===== src/rtl/spec_acc_sequencer.sv =====
// Range-bin spectrum accumulator sequencer: turns the FFT beat stream into matched
// read-side and delayed write-side address/valid streams for a read-modify-write DPRAM.
module spec_acc_sequencer #(
  parameter int FFT_LEN = 1024,
  parameter int IDX_W   = 10,
  parameter int BIN_W   = 5,
  parameter int CNT_W   = 16,
  parameter int RMW_LAT = 3
) (
  input  logic             clk,
  input  logic             rst,
  input  logic             acc_start,
  input  logic             acc_abort,
  input  logic [BIN_W-1:0] bin_num,
  input  logic [CNT_W-1:0] pulse_num,
  input  logic             xk_valid,
  input  logic [IDX_W-1:0] xk_index,
  output logic             rd_en,
  output logic [IDX_W-1:0] rd_index,
  output logic [BIN_W-1:0] rd_bin,
  output logic             data_valid,
  output logic [IDX_W-1:0] data_index,
  output logic [BIN_W-1:0] range_bin,
  output logic             first_pulse,
  output logic             busy,
  output logic [CNT_W-1:0] pulse_cnt,
  output logic             acc_done,
  output logic             frame_err
);

  typedef enum logic [1:0] {IDLE, RUN, FLUSH, DONE} state_t;

  typedef struct packed {
    logic             valid;
    logic [IDX_W-1:0] index;
    logic [BIN_W-1:0] bin;
    logic             first;
  } beat_t;

  localparam beat_t BEAT_RESET = '{valid: 1'b0, index: '0, bin: BIN_W'(1), first: 1'b0};
  localparam int    FL_W       = $clog2(RMW_LAT + 1) + 1;

  state_t           state, state_nxt;
  logic [BIN_W-1:0] bin_num_q;
  logic [CNT_W-1:0] pulse_num_q;
  logic [IDX_W-1:0] exp_idx;
  logic [BIN_W-1:0] bin;
  logic [FL_W-1:0]  flush_cnt;
  beat_t            rd_q;
  beat_t            pipe [RMW_LAT];

  logic cfg_ok, start_ok, beat_hit, accept, mismatch, frame_end, pulse_end, last_beat;

  always_comb begin
    cfg_ok    = (bin_num >= BIN_W'(2)) && (pulse_num != '0);
    start_ok  = (state == IDLE) && acc_start && cfg_ok && !acc_abort;
    beat_hit  = (state == RUN) && xk_valid && !acc_abort;
    accept    = beat_hit && (xk_index == exp_idx);
    mismatch  = beat_hit && (xk_index != exp_idx);
    frame_end = accept && (exp_idx == IDX_W'(FFT_LEN - 1));
    pulse_end = frame_end && (bin >= bin_num_q);
    last_beat = pulse_end && ((pulse_cnt + CNT_W'(1)) == pulse_num_q);
  end

  // NOTE: every signal driven here gets a default first, so no path leaves it unassigned
  // and no latch is inferred.
  always_comb begin
    state_nxt = state;
    unique case (state)
      IDLE:    if (acc_start && cfg_ok) state_nxt = RUN;
      RUN:     if (last_beat) state_nxt = FLUSH;
      // One extra cycle beyond RMW_LAT so the final write beat has left before DONE.
      FLUSH:   if (flush_cnt == FL_W'(RMW_LAT)) state_nxt = DONE;
      DONE:    state_nxt = IDLE;
      default: state_nxt = IDLE;
    endcase
    if (acc_abort) state_nxt = IDLE;
  end

  // NOTE: sequential state uses non-blocking assignments only, so every register samples
  // the pre-edge values regardless of statement order.
  always_ff @(posedge clk) begin
    if (rst) begin
      state       <= IDLE;
      bin_num_q   <= '0;
      pulse_num_q <= '0;
      exp_idx     <= '0;
      bin         <= BIN_W'(1);
      pulse_cnt   <= '0;
      frame_err   <= 1'b0;
      flush_cnt   <= '0;
      rd_q        <= BEAT_RESET;
      // NOTE: the delay line is a handful of flops, not a RAM, and must come up zeroed
      // so no phantom write strobe escapes after reset.
      for (int i = 0; i < RMW_LAT; i++) pipe[i] <= BEAT_RESET;
    end else begin
      state <= state_nxt;

      if (start_ok) begin
        bin_num_q   <= bin_num;
        pulse_num_q <= pulse_num;
        exp_idx     <= '0;
        bin         <= BIN_W'(1);
        pulse_cnt   <= '0;
        frame_err   <= 1'b0;
      end

      if (mismatch) frame_err <= 1'b1;

      if (accept) begin
        exp_idx <= frame_end ? '0 : exp_idx + IDX_W'(1);
        if (frame_end) begin
          if (pulse_end) begin
            bin       <= BIN_W'(1);
            pulse_cnt <= pulse_cnt + CNT_W'(1);
          end else begin
            bin <= bin + BIN_W'(1);
          end
        end
      end

      flush_cnt <= (state == FLUSH) ? flush_cnt + FL_W'(1) : '0;

      if (accept) rd_q <= '{valid: 1'b1, index: xk_index, bin: bin, first: (pulse_cnt == '0)};
      else        rd_q.valid <= 1'b0;

      pipe[0] <= rd_q;
      for (int i = 1; i < RMW_LAT; i++) pipe[i] <= pipe[i-1];

      // Abort drops everything in flight so no stale accumulate reaches the RAM.
      if (acc_abort) begin
        rd_q.valid <= 1'b0;
        for (int i = 0; i < RMW_LAT; i++) pipe[i] <= BEAT_RESET;
      end
    end
  end

  assign rd_en       = rd_q.valid;
  assign rd_index    = rd_q.index;
  assign rd_bin      = rd_q.bin;
  assign data_valid  = pipe[RMW_LAT-1].valid;
  assign data_index  = pipe[RMW_LAT-1].index;
  assign range_bin   = pipe[RMW_LAT-1].bin;
  assign first_pulse = pipe[RMW_LAT-1].valid & pipe[RMW_LAT-1].first;
  assign busy        = (state != IDLE);
  assign acc_done    = (state == DONE);

endmodule

===== config.mk =====
export PLATFORM = sky130hd
export DESIGN_NAME = spec_acc_sequencer
export DESIGN_NICKNAME = d
export VERILOG_FILES = /design/src/rtl/spec_acc_sequencer.sv
export SDC_FILE = /design/constraint.sdc
export NUM_CORES = 1
export LEC_CHECK = 0
export BUFFER_PORTS_ARGS = -buffer_cell sky130_fd_sc_hd__clkbuf_2
export CAP_MARGIN = 30
export CORE_ASPECT_RATIO = 1.25
export CORE_UTILIZATION = 26
export CTS_BUF_LIST = sky130_fd_sc_hd__clkbuf_16
export DETAILED_ROUTE_END_ITERATION = 7
export PLACE_DENSITY = 0.42
export SKIP_LAST_GASP = 1
export SYNTH_ARGS = -nofsm -noshare
export SYNTH_HDL_FRONTEND = slang
export SYNTH_SLANG_ARGS = --single-unit

===== constraint.sdc =====
create_clock -name clk -period 3.15 [get_ports clk]
set_input_delay 0.63 -clock clk [delete_from_list [all_inputs] [get_ports clk]]
set_output_delay 0.63 -clock clk [all_outputs]
set_load 0.1 [all_outputs]

======== After elaboration in Yosys (flattened, before gate mapping) ========
Memories as Yosys holds them, arrays and structs flattened.
Index checks and enable logic that the tools add are counted.
word-level totals
  output and inout port bits .............. 52
  register bits ........................... 75
  memories ................................ 1
  bits in writable memories ............... 51
  word-level logic and storage cells ...... 90
  input port bits ......................... 36
cells by class
  bitwise operators ....................... 8
  reductions and logical operators ........ 22
  equality and inequality tests ........... 11
  order comparisons ....................... 2
  $add $sub $neg .......................... 4
  multiplexer cells ....................... 30
memory list
  name  depth  bits a word  read ports  clocked after Yosys merged registers in  write ports  RTL line  RTL
  pipe  3      17           3           0                                        3            50        beat_t pipe [RMW_LAT];
operator list
  kind                                                                count
  2-to-1 mux 17 bit                                                   6
  2-to-1 mux 16 bit                                                   4
  2-to-1 mux 10 bit                                                   3
  2-to-1 mux 5 bit                                                    4
  adder 16 x 1 -> 16 bit (second input constant)                      1
  == test 16 bit                                                      1
  logical NOT 16 bit                                                  1
  nonzero test 16 bit                                                 1
  logical AND 1 bit                                                   12
  adder 10 x 1 -> 10 bit (second input constant)                      1
  == test 10 bit                                                      1
  == test 10 bit (second input constant)                              1
  inequality test 10 bit                                              1
  2-to-1 mux 1 bit                                                    9
  one-hot mux 2 bit (4 select lines)                                  1
  2-to-1 mux 2 bit                                                    3
  OR 1 bit                                                            6
  nonzero test 2 bit                                                  3
  adder 5 x 1 -> 5 bit (second input constant)                        1
  greater-or-equal comparator 5 x 2 -> 1 bit (second input constant)  1
  greater-or-equal comparator 5 bit                                   1
  == test 2 bit (second input constant)                               2
  inequality test 2 bit (second input constant)                       2
  OR reduction 2 bit                                                  2
  9 further kinds                                                     9

======== Depth between registers and ports, before layout ========
Gate-level depths: netlist (run 1).
  depth after elaboration ................. 9
  mapped depth ............................ 10
  depth with buffers taken out ............ 9

======== Worst setup path after synthesis (run 1) ========
No wires, ideal clock.
  path kind ............................... register to register
  start point ............................. register pulse_cnt[0]
  end point ............................... register state[0]
  setup slack ............................. -0.012 ns
  arrival time ............................ 3.042 ns
  library setup time ...................... 0.120 ns
  cell stages (with the launch flop) ...... 10
  clock period less this slack ............ 3.162 ns
  buffers on the path ..................... 1
  cells stage by stage .................... dfxtp_1 ha_1 buf_4 nand4_4 or4_1 xnor2_1 nor4_1 nand4_1 mux2i_1 a211o_1
on the way
  longest elaborated chain between the ends .. 5
RTL lines
  item                             RTL line  RTL
  start: declaration               26        output logic [CNT_W-1:0] pulse_cnt,
  start signal: assignment         115       pulse_cnt <= pulse_cnt + CNT_W'(1);
  adder 16 x 1 -> 16 bit           62        last_beat = pulse_end && ((pulse_cnt + CNT_W'(1)) == pulse_num_q);
  == test 16 bit                   62
  logical AND 1 bit                62
  inequality test 2 bit (no line)  -
  AND reduction 3 bit (no line)    -
  end signal: assignment           97        state <= state_nxt;
  end: declaration                 43        state_t state, state_nxt;
No other way between the ends.
A chain may end at the register's enable or synchronous reset.

======== Worst setup path in the final report (run 1) ========
  start point ............................. register pulse_cnt[1]
  end point ............................... register state[0]
Same word-level chain as after synthesis.

==> results.cfg, run 1 <==
[final_layout]
drive_above_1_share_pct = 21.6
final_area_um2 = 6890
fin_cells = 973
utilization_pct = 31.7
n_antenna_cell = 0
area_growth_pct = 18.9
fin_nets = 733

[drt]
drc = 0
drt_iter0_drc = 230
ant_nets = 0
wire_per_inst_um = 14.6
wl_um = 14200
dr_total_vias = 4440
vias_per_cell = 4.56
drtPass1Iterations = 4

[pwr]
swShare_pct = 22.8
clockPowerShare_pct = 52.4
p_sw_uw = 896
power_frac_seq_pct = 41.6
p_leak_nw = 2.85
power.total_mw = 3.92
p_int_mw = 3.03
combPwrFrac_pct = 6.0
ir_drop_mv = 0.369
p_per_area_nw_per_um2 = 570

[clock_tree]
ctsHoldBuffers = 0
cts_inserted_buffers = 17
cts_sinks = 126
clock_path_buffers = 2
cts_root_buf = clkbuf_16
ctsResizeCount = 0
clk_pin_slew_worst_paths_ns = 0.06
cts_setup_buffers = 0
h-tree-depth = 4
clk_latency_ns = 0.41
cts_tree = built

[synthesis]
synth-seq-area-share_pct = 43.6
netlist.area_leader.share_pct = 43.6
ys_async_sr_fraction_pct = 0
synth_seq_cells = 126
avgSynthCellArea_um2 = 9.22
synthDistinctLibCells = 55
synth_top_area_cell = dfxtp_1
synthMostInstantiatedCell = dfxtp_1
ys_top_cells_by_count = dfxtp_1, nor2_1, and2_1
synth_flop_cell = dfxtp_1
syn_nets = 679
yosysWarnings = 0
netlist_instances = 628
synth_area_leaders = dfxtp_1, mux2i_1, and2_1
synth_area_um2 = 5790
synth-edff-count = 0

[grt]
grt_use_met1_pct = 15.5
use_met3_pct = 2.94
grt_max_degree = 49
gr-usage-met2_pct = 21.7
grt_pass1_vias = 4285
grt-busiest-layer = met2
overflow = 0
grt_usage_pct = 12.9
grt_pass1_wl_um = 22500
antenna_found_initial = 0

[min_path]
hp-class = flop to flop

[sta]
relSlewSlack_pct = 57.3
period_share_pct = 91.6
finalHoldViolCount = 0
finalSetupTns_ns = 0
whs_ns = 0.399
tightest_slew_ns = 0.635
period_needed_ns = 2.89
skew_ns = 0.00913
slew_violations = 0
layout_setup_ws_ns = 0.265
fmax_mhz = 347
setup_viol = 0
rsz0062_at_grt = no

[worst_setup_path]
cp_top_family = simple AND/OR/NAND/NOR gates
path_cells = ha_2, nand4_4, or4_1, xnor2_1, nor4_1, nand4_1, mux2i_1, a211o_1
crit_fanout = 7
crit_type = flop to flop
required_ns = 3.45
slowest_stage = or4_1
endpoint_kind = flop
crit_path_max_incr_delay_ns = 0.61
worst-path-buf-inv = 0
start_kind = flop
arrival_ns = 3.18

[placement]
gp_congestion = 0.825
placed_cells = 942
place_area_um2 = 6270
place_ws_ns = 0.191
port_buffers = 87
hpwl_um = 10300

[outcome]
status = finished clean

[floorplan]
die_area_um2 = 22900
start_util_pct = 26.7
die_width_um = 135
rows = 60
die_h_um = 169
ios = 88
core_area_um2 = 21700

[flow_run]
cap_violations = 0
-- state kept, by name (all words and copies together), names as in the netlist --
name / flops
flush_cnt: 3
bin_num_q: 5
exp_idx: 10
rd_index: 10
state: 2
pulse_cnt: 16
pulse_num_q: 16
rd_bin: 5
rd_en: 1
frame_err: 1
rd_q: 1
pipe: 51
bin: 5
-- cell families after synthesis --
| family | Yosys count | synth area share [%] |
|---|---|---|
| xor gates and xnor gates | 33 | 4.99 |
| AOI/OAI and AO/OA | 89 | 9.08 |
| adders and majority gates | 15 | 3.24 |
| DFF | 126 | 43.6 |
| and+or+nand+nor | 249 | 25.0 |
| buffers and inverters | 80 | 7.93 |
| muxes | 36 | 6.22 |
-- path summary, 6_finish.rpt --
kind	from	slack, ns	depth (start not counted)	end
setup / recovery	pulse_cnt[1]	0.26	8	state[0]
hold / removal	pipe[0][18]	0.40	1	pipe[0][35]
hold reg to reg	pipe[0][18]	0.40	1	pipe[0][35]
setup reg to reg	pulse_cnt[1]	0.26	8	state[0]
-- cell type report --
type	instances	area, µm²
fillers	2286	14800
multi-input cells	422	2810
flip-flops and latches	126	2520
repair buffers	98	518
clock buffers	17	425
well taps	279	349
clock inverters	14	193
inverters	17	63.8
-- routing by layer --
metal,vias up,share of wire (%)
li1,2239,-
met1,2087,45
met2,97,49
met3,17,3.8
met4,0,1.9
met5,-,0
-- power groups by stage --
| stage | combinational (mW) | clock [mW] | sequential (mW) |
|---|---|---|---|
| 5_1_grt | 0.260 | 2.19 | 1.63 |
| 3_3_place_gp | 0.236 | 0 | 1.67 |
| 2_1_floorplan | 0.155 | 0 | 1.66 |
| 6_report | 0.237 | 2.05 | 1.63 |
| 4_1_cts | 0.241 | 2.12 | 1.63 |
| 3_5_place_dp | 0.241 | 0 | 1.67 |
-- placed cells by master, fill, tap and decap left out, drive strengths merged, types with 5 or more instances in the layout --
cell type	count
dfxtp	126
clkbuf	104
nor2	63
and2	55
mux2i	36
a21oi	36
xnor2	28
o21ai	24
nand3	21
nand2	20
inv	19
ha	15
nor4	13
and3	12
buf	11
or3	10
nand3b	10
nand4	10
a31oi	8
nor2b	7
nor3	7
or4	6
clkinv	6
xor2	5
a211oi	5
No activity file was read; power rests on OpenSTA's default activity.
==> inputs of run 2 (changes only) <==
--- a/config.mk
+++ b/config.mk
@@ -8,10 +8,10 @@
 export BUFFER_PORTS_ARGS = -buffer_cell sky130_fd_sc_hd__clkbuf_2
 export CAP_MARGIN = 30
 export CORE_ASPECT_RATIO = 1.25
-export CORE_UTILIZATION = 26
+export CORE_UTILIZATION = 57
 export CTS_BUF_LIST = sky130_fd_sc_hd__clkbuf_16
 export DETAILED_ROUTE_END_ITERATION = 7
-export PLACE_DENSITY = 0.42
+export PLACE_DENSITY = 0.79
 export SKIP_LAST_GASP = 1
 export SYNTH_ARGS = -nofsm -noshare
 export SYNTH_HDL_FRONTEND = slang
==> results.cfg, run 2 (same netlist as run 1, synthesis figures left out) <==
[drt]
drt_iter0_drc = 256
wire_per_inst_um = 15.9
ant_nets = 0
drtPass1Iterations = 5
drc = 0
vias_per_cell = 5.62
dr_total_vias = 4605
wl_um = 13000

[clock_tree]
clock_path_buffers = 2
clk_pin_slew_worst_paths_ns = 0.06
h-tree-depth = 4
cts_setup_buffers = 0
cts_root_buf = clkbuf_16
ctsHoldBuffers = 0
cts_tree = built
cts_sinks = 126
cts_inserted_buffers = 17
clk_latency_ns = 0.42
ctsResizeCount = 0

[outcome]
status = finished clean

[final_layout]
n_antenna_cell = 0
final_cell_mix = dfxtp_1, clkbuf_2, nor2_1
drive_above_1_share_pct = 21.5
reg_top3 = pipe (51), pulse_cnt (16), pulse_num_q (16)
final_common_cell = dfxtp_1
largest_register = pipe
largest_reg_flops = 51
fill_cells = 784
fin_nets = 731
area_growth_pct = 14.4

[floorplan]
start_util_pct = 59.3
die_width_um = 92.2
core_area_um2 = 9760
die_h_um = 115
rows = 40
ios = 88
die_area_um2 = 10600

[worst_setup_path]
rrSetupSlack_ns = 0.44
arrival_ns = 3.02
path_cells = nand4_2, or3_1, xnor2_1, nor4_1, nand4_1, mux2i_1, a211o_1
crit_type = flop to flop
slowest_stage = dfxtp_1
crit_fanout = 9
required_ns = 3.46
crit_path_max_incr_delay_ns = 0.57
cp_top_family = simple AND/OR/NAND/NOR gates
worst-path-buf-inv = 0
start_kind = flop
endpoint_kind = flop

[grt]
overflow = 0
grt_pass1_wl_um = 21200
grt_usage_pct = 25.7
grt_max_degree = 75
antenna_found_initial = 0
grt_pass1_vias = 4337

[flow_run]
cap_violations = 0

[pwr]
p_sw_uw = 976
ir_drop_mv = 0.386
combPwrFrac_pct = 6.2
p_leak_nw = 2.83
p_int_mw = 2.75
p_per_area_nw_per_um2 = 562
swShare_pct = 26.2
clockPowerShare_pct = 50.1
power.total_mw = 3.73
power_frac_seq_pct = 43.7

[sta]
period_share_pct = 85.9
tightest_slew_ns = 0.783
relSlewSlack_pct = 47.8
skew_ns = 0.00711
slew_violations = 0
period_needed_ns = 2.71
setup_viol = 0
finalHoldViolCount = 0
finalSetupTns_ns = 0
fmax_mhz = 369
rsz0062_at_grt = no
layout_setup_ws_ns = 0.443

[placement]
port_buffers = 87
gp_congestion = 0.898
place_ws_ns = 0.451
hpwl_um = 9100

[min_path]
hp-class = flop to flop
-- run 2: changes by cell type in the layout (fill, tap and decap cells not counted), sizes merged --
cell	before	now
clkinvlp	2	1
clkinv	6	2
buf	11	9
bufinv	4	0
inv	19	29
-- run 2: metrics by stage --
stage          hold WS (ns)  instances  util [%]  instance area, µm²
2_1_floorplan         0.384        628         -                5790
3_3_place_gp          0.407        787      62.1                6060
3_5_place_dp          0.411        787      62.1                6060
4_1_cts               0.421        819      67.9                6630
5_1_grt               0.437        819      67.9                6630
6_report              0.420        819      67.9                6630
-- run 2: worst register-to-register path, stage by stage, from the launching register on --
cell	delay, ns
dfxtp_1	0.57
nand4_2	0.30
or3_1	0.49
xnor2_1	0.17
nor4_1	0.40
nand4_1	0.23
mux2i_1	0.18
a211o_1	0.26
-- run 2: path summary, 6_finish.rpt --
check / cells past startpoint / from / end
min: 1 / flush_cnt[0] / flush_cnt[0]
max: 7 / pulse_cnt[4] / state[0]
min reg2reg: 1 / flush_cnt[0] / flush_cnt[0]
max reg2reg: 7 / pulse_cnt[4] / state[0]
-- run 2: power by group through the flow --
stage                     Combinational [mW]  Clock (mW)  Sequential [mW]
after CTS                              0.230        1.90             1.63
after global routing                   0.250        1.97             1.63
after global placement                 0.222           0             1.66
after floorplan                        0.155           0             1.66
final                                  0.230        1.87             1.63
after detailed placement               0.228           0             1.66
-- run 2: final cells by class --
class / count / area (µm²) / area share, %
flip-flops and latches: 126 / 2520 / 38.1
inverters: 17 / 63.8 / 0.963
multi-input cells: 422 / 2810 / 42.4
clock inverters: 15 / 141 / 2.13
repair buffers: 96 / 503 / 7.59
well taps: 126 / 158 / 2.38
clock buffers: 17 / 425 / 6.42
-- run 2: metal layers --
| metal | global-route usage [%] | up-vias | routed length, µm |
|---|---|---|---|
| met5 | 0 | - | 0 |
| met2 | 44.3 | 169 | 6330 |
| met3 | 5.71 | 26 | 720 |
| met1 | 31.1 | 2171 | 5690 |
| met4 | 10.2 | 0 | 238 |
| li1 | - | 2239 | - |
==> inputs of run 3 (changes only) <==
--- a/config.mk
+++ b/config.mk
@@ -7,12 +7,16 @@
 export LEC_CHECK = 0
 export BUFFER_PORTS_ARGS = -buffer_cell sky130_fd_sc_hd__clkbuf_2
 export CAP_MARGIN = 30
+export CELL_PAD_IN_SITES_DETAIL_PLACEMENT = 1
+export CELL_PAD_IN_SITES_GLOBAL_PLACEMENT = 2
 export CORE_ASPECT_RATIO = 1.25
-export CORE_UTILIZATION = 57
+export CORE_UTILIZATION = 35
 export CTS_BUF_LIST = sky130_fd_sc_hd__clkbuf_16
 export DETAILED_ROUTE_END_ITERATION = 7
-export PLACE_DENSITY = 0.79
+export PLACE_DENSITY = 0.78
+export RECOVER_POWER = 50
 export SKIP_LAST_GASP = 1
 export SYNTH_ARGS = -nofsm -noshare
 export SYNTH_HDL_FRONTEND = slang
 export SYNTH_SLANG_ARGS = --single-unit
+export TNS_END_PERCENT = 30
==> results.cfg, run 3 (same netlist as run 1, synthesis figures left out) <==
[worst_setup_path]
critPathCapture = state[0]
crit_path_start = pulse_cnt[4]
r2r_cells = 7
arrival_ns = 3.12
crit_type = flop to flop
crit_fanout = 9
endpoint_kind = flop
start_kind = flop
r2r_start = pulse_cnt[4]
rrSetupSlack_ns = 0.33
r2r_end = state[0]
required_ns = 3.46

[sta]
period_share_pct = 89.4
tightest_slew_ns = 1.81
skew_ns = 0.00624
setup_viol = 0
period_needed_ns = 2.82
slew_violations = 40
relSlewSlack_pct = -20.5
finalHoldViolCount = 0
rsz0062_at_grt = no
whs_ns = 0.408
fmax_mhz = 355
finalSetupTns_ns = 0

[pwr]
p_leak_nw = 2.70
ir_drop_mv = 0.322
p_per_area_nw_per_um2 = 566

[floorplan]
die_h_um = 146
start_util_pct = 35.7
ios = 88
die_area_um2 = 17100
core_area_um2 = 16200
die_width_um = 117
rows = 52

[placement]
gp_congestion = 0.850
port_buffers = 87
hpwl_um = 11000
place_area_um2 = 6210

[clock_tree]
clk_latency_ns = 0.42
cts_inserted_buffers = 17
cts_sinks = 126
clock_path_buffers = 2
cts_setup_buffers = 0
ctsHoldBuffers = 0
clk_pin_slew_worst_paths_ns = 0.06
h-tree-depth = 4
cts_tree = built
ctsResizeCount = 0
cts_root_buf = clkbuf_16

[final_layout]
final_area_um2 = 6740
fin_nets = 736
area_growth_pct = 16.4
largest_reg_flops = 51
fill_cells = 1897
reg_top3 = pipe (51), pulse_cnt (16), pulse_num_q (16)
largest_register = pipe
drive_above_1_share_pct = 16.2
final_common_cell = dfxtp_1
final_cell_mix = dfxtp_1, nor2_1, clkbuf_2
n_antenna_cell = 0

[outcome]
violations = capacitance limit, slew limit
status = finished, violations left

[drt]
drc = 0
dr_total_vias = 4609
ant_nets = 0
drtPass1Iterations = 4
drt_iter0_drc = 159
wl_um = 14900
vias_per_cell = 5.04
wire_per_inst_um = 16.3

[grt]
grt_pass1_vias = 4935
grt_pass1_wl_um = 24700
grt_usage_pct = 18.9
overflow = 0
grt_max_degree = 49
antenna_found_initial = 0

[min_path]
hp-class = flop to flop

[flow_run]
cap_violations = 1
## run 3: cell types whose count changed in the layout (fill, tap and decap cells not counted), moves of 3 or more
cell	previous run	this run
and2_1	55	31
buf_4	9	12
clkbuf_1	0	39
inv_8	6	1
clkbuf_2	87	50
and2_0	0	24
## run 3: cell type report
| cell class | instances | area [µm²] | area share (%) |
|---|---|---|---|
| Multi-Input combinational cell | 422 | 2810 | 41.7 |
| Timing Repair Buffer | 101 | 487 | 7.22 |
| Tap cell | 216 | 270 | 4.01 |
| Clock buffer | 17 | 425 | 6.31 |
| Inverter | 17 | 63.8 | 0.947 |
| Sequential cell | 126 | 2520 | 37.4 |
| Clock inverter | 15 | 161 | 2.39 |
## run 3: stage by stage
stage / total power [mW] / std cells / worst slack, ns / util [%]
detailed placement: 1.91 / 882 / 0.337 / 38.3
global placement: 1.90 / 882 / 0.340 / 38.3
global route: 3.98 / 914 / 0.228 / 41.6
finish: 3.82 / 914 / 0.335 / 41.6
CTS: 3.87 / 914 / 0.337 / 42.0
floorplan: 1.82 / 628 / 0.0312 / -
## run 3: how the worst min path moves through the flow
| stage | to | cells after the start | startpoint | slack, ns |
|---|---|---|---|---|
| 4_1_cts | pipe[0][35] | 1 | pipe[0][18] | 0.41 |
| 3_3_place_gp | pipe[0][18] | 1 | pipe[0][1] | 0.39 |
| 3_5_place_dp | pipe[0][35] | 1 | pipe[0][18] | 0.39 |
| 6_report | pipe[0][35] | 1 | pipe[0][18] | 0.41 |
| 2_1_floorplan | pipe[0][18] | 1 | pipe[0][1] | 0.38 |
| 5_1_grt | pipe[0][18] | 1 | pipe[0][1] | 0.43 |
## run 3: worst max-delay path, cell delays in order (launching register included)
cell and delay [ns]:
dfxtp_1 0.57, nand4_2 0.33, or3_1 0.50, xnor2_1 0.16, nor4_1 0.45, nand4_1 0.25, mux2i_1 0.18, a211o_1 0.26
## run 3: where the power goes
group	switching (mW)	total [mW]	internal, mW	leakage (nW)
Combinational	0.148	0.236	0.0888	1.40
Sequential	0.0157	1.63	1.61	1.02
Clock	0.776	1.95	1.18	0.284
## run 3: layer usage
metal	share of wire (%)	wire length, µm	vias to the layer above	GRT usage [%]
li1	-	-	2246	-
met1	41	6130	2225	21.0
met2	52	7800	107	33.6
met3	3.8	560	31	4.33
met4	2.7	407	0	8.35
met5	0	0	-	0
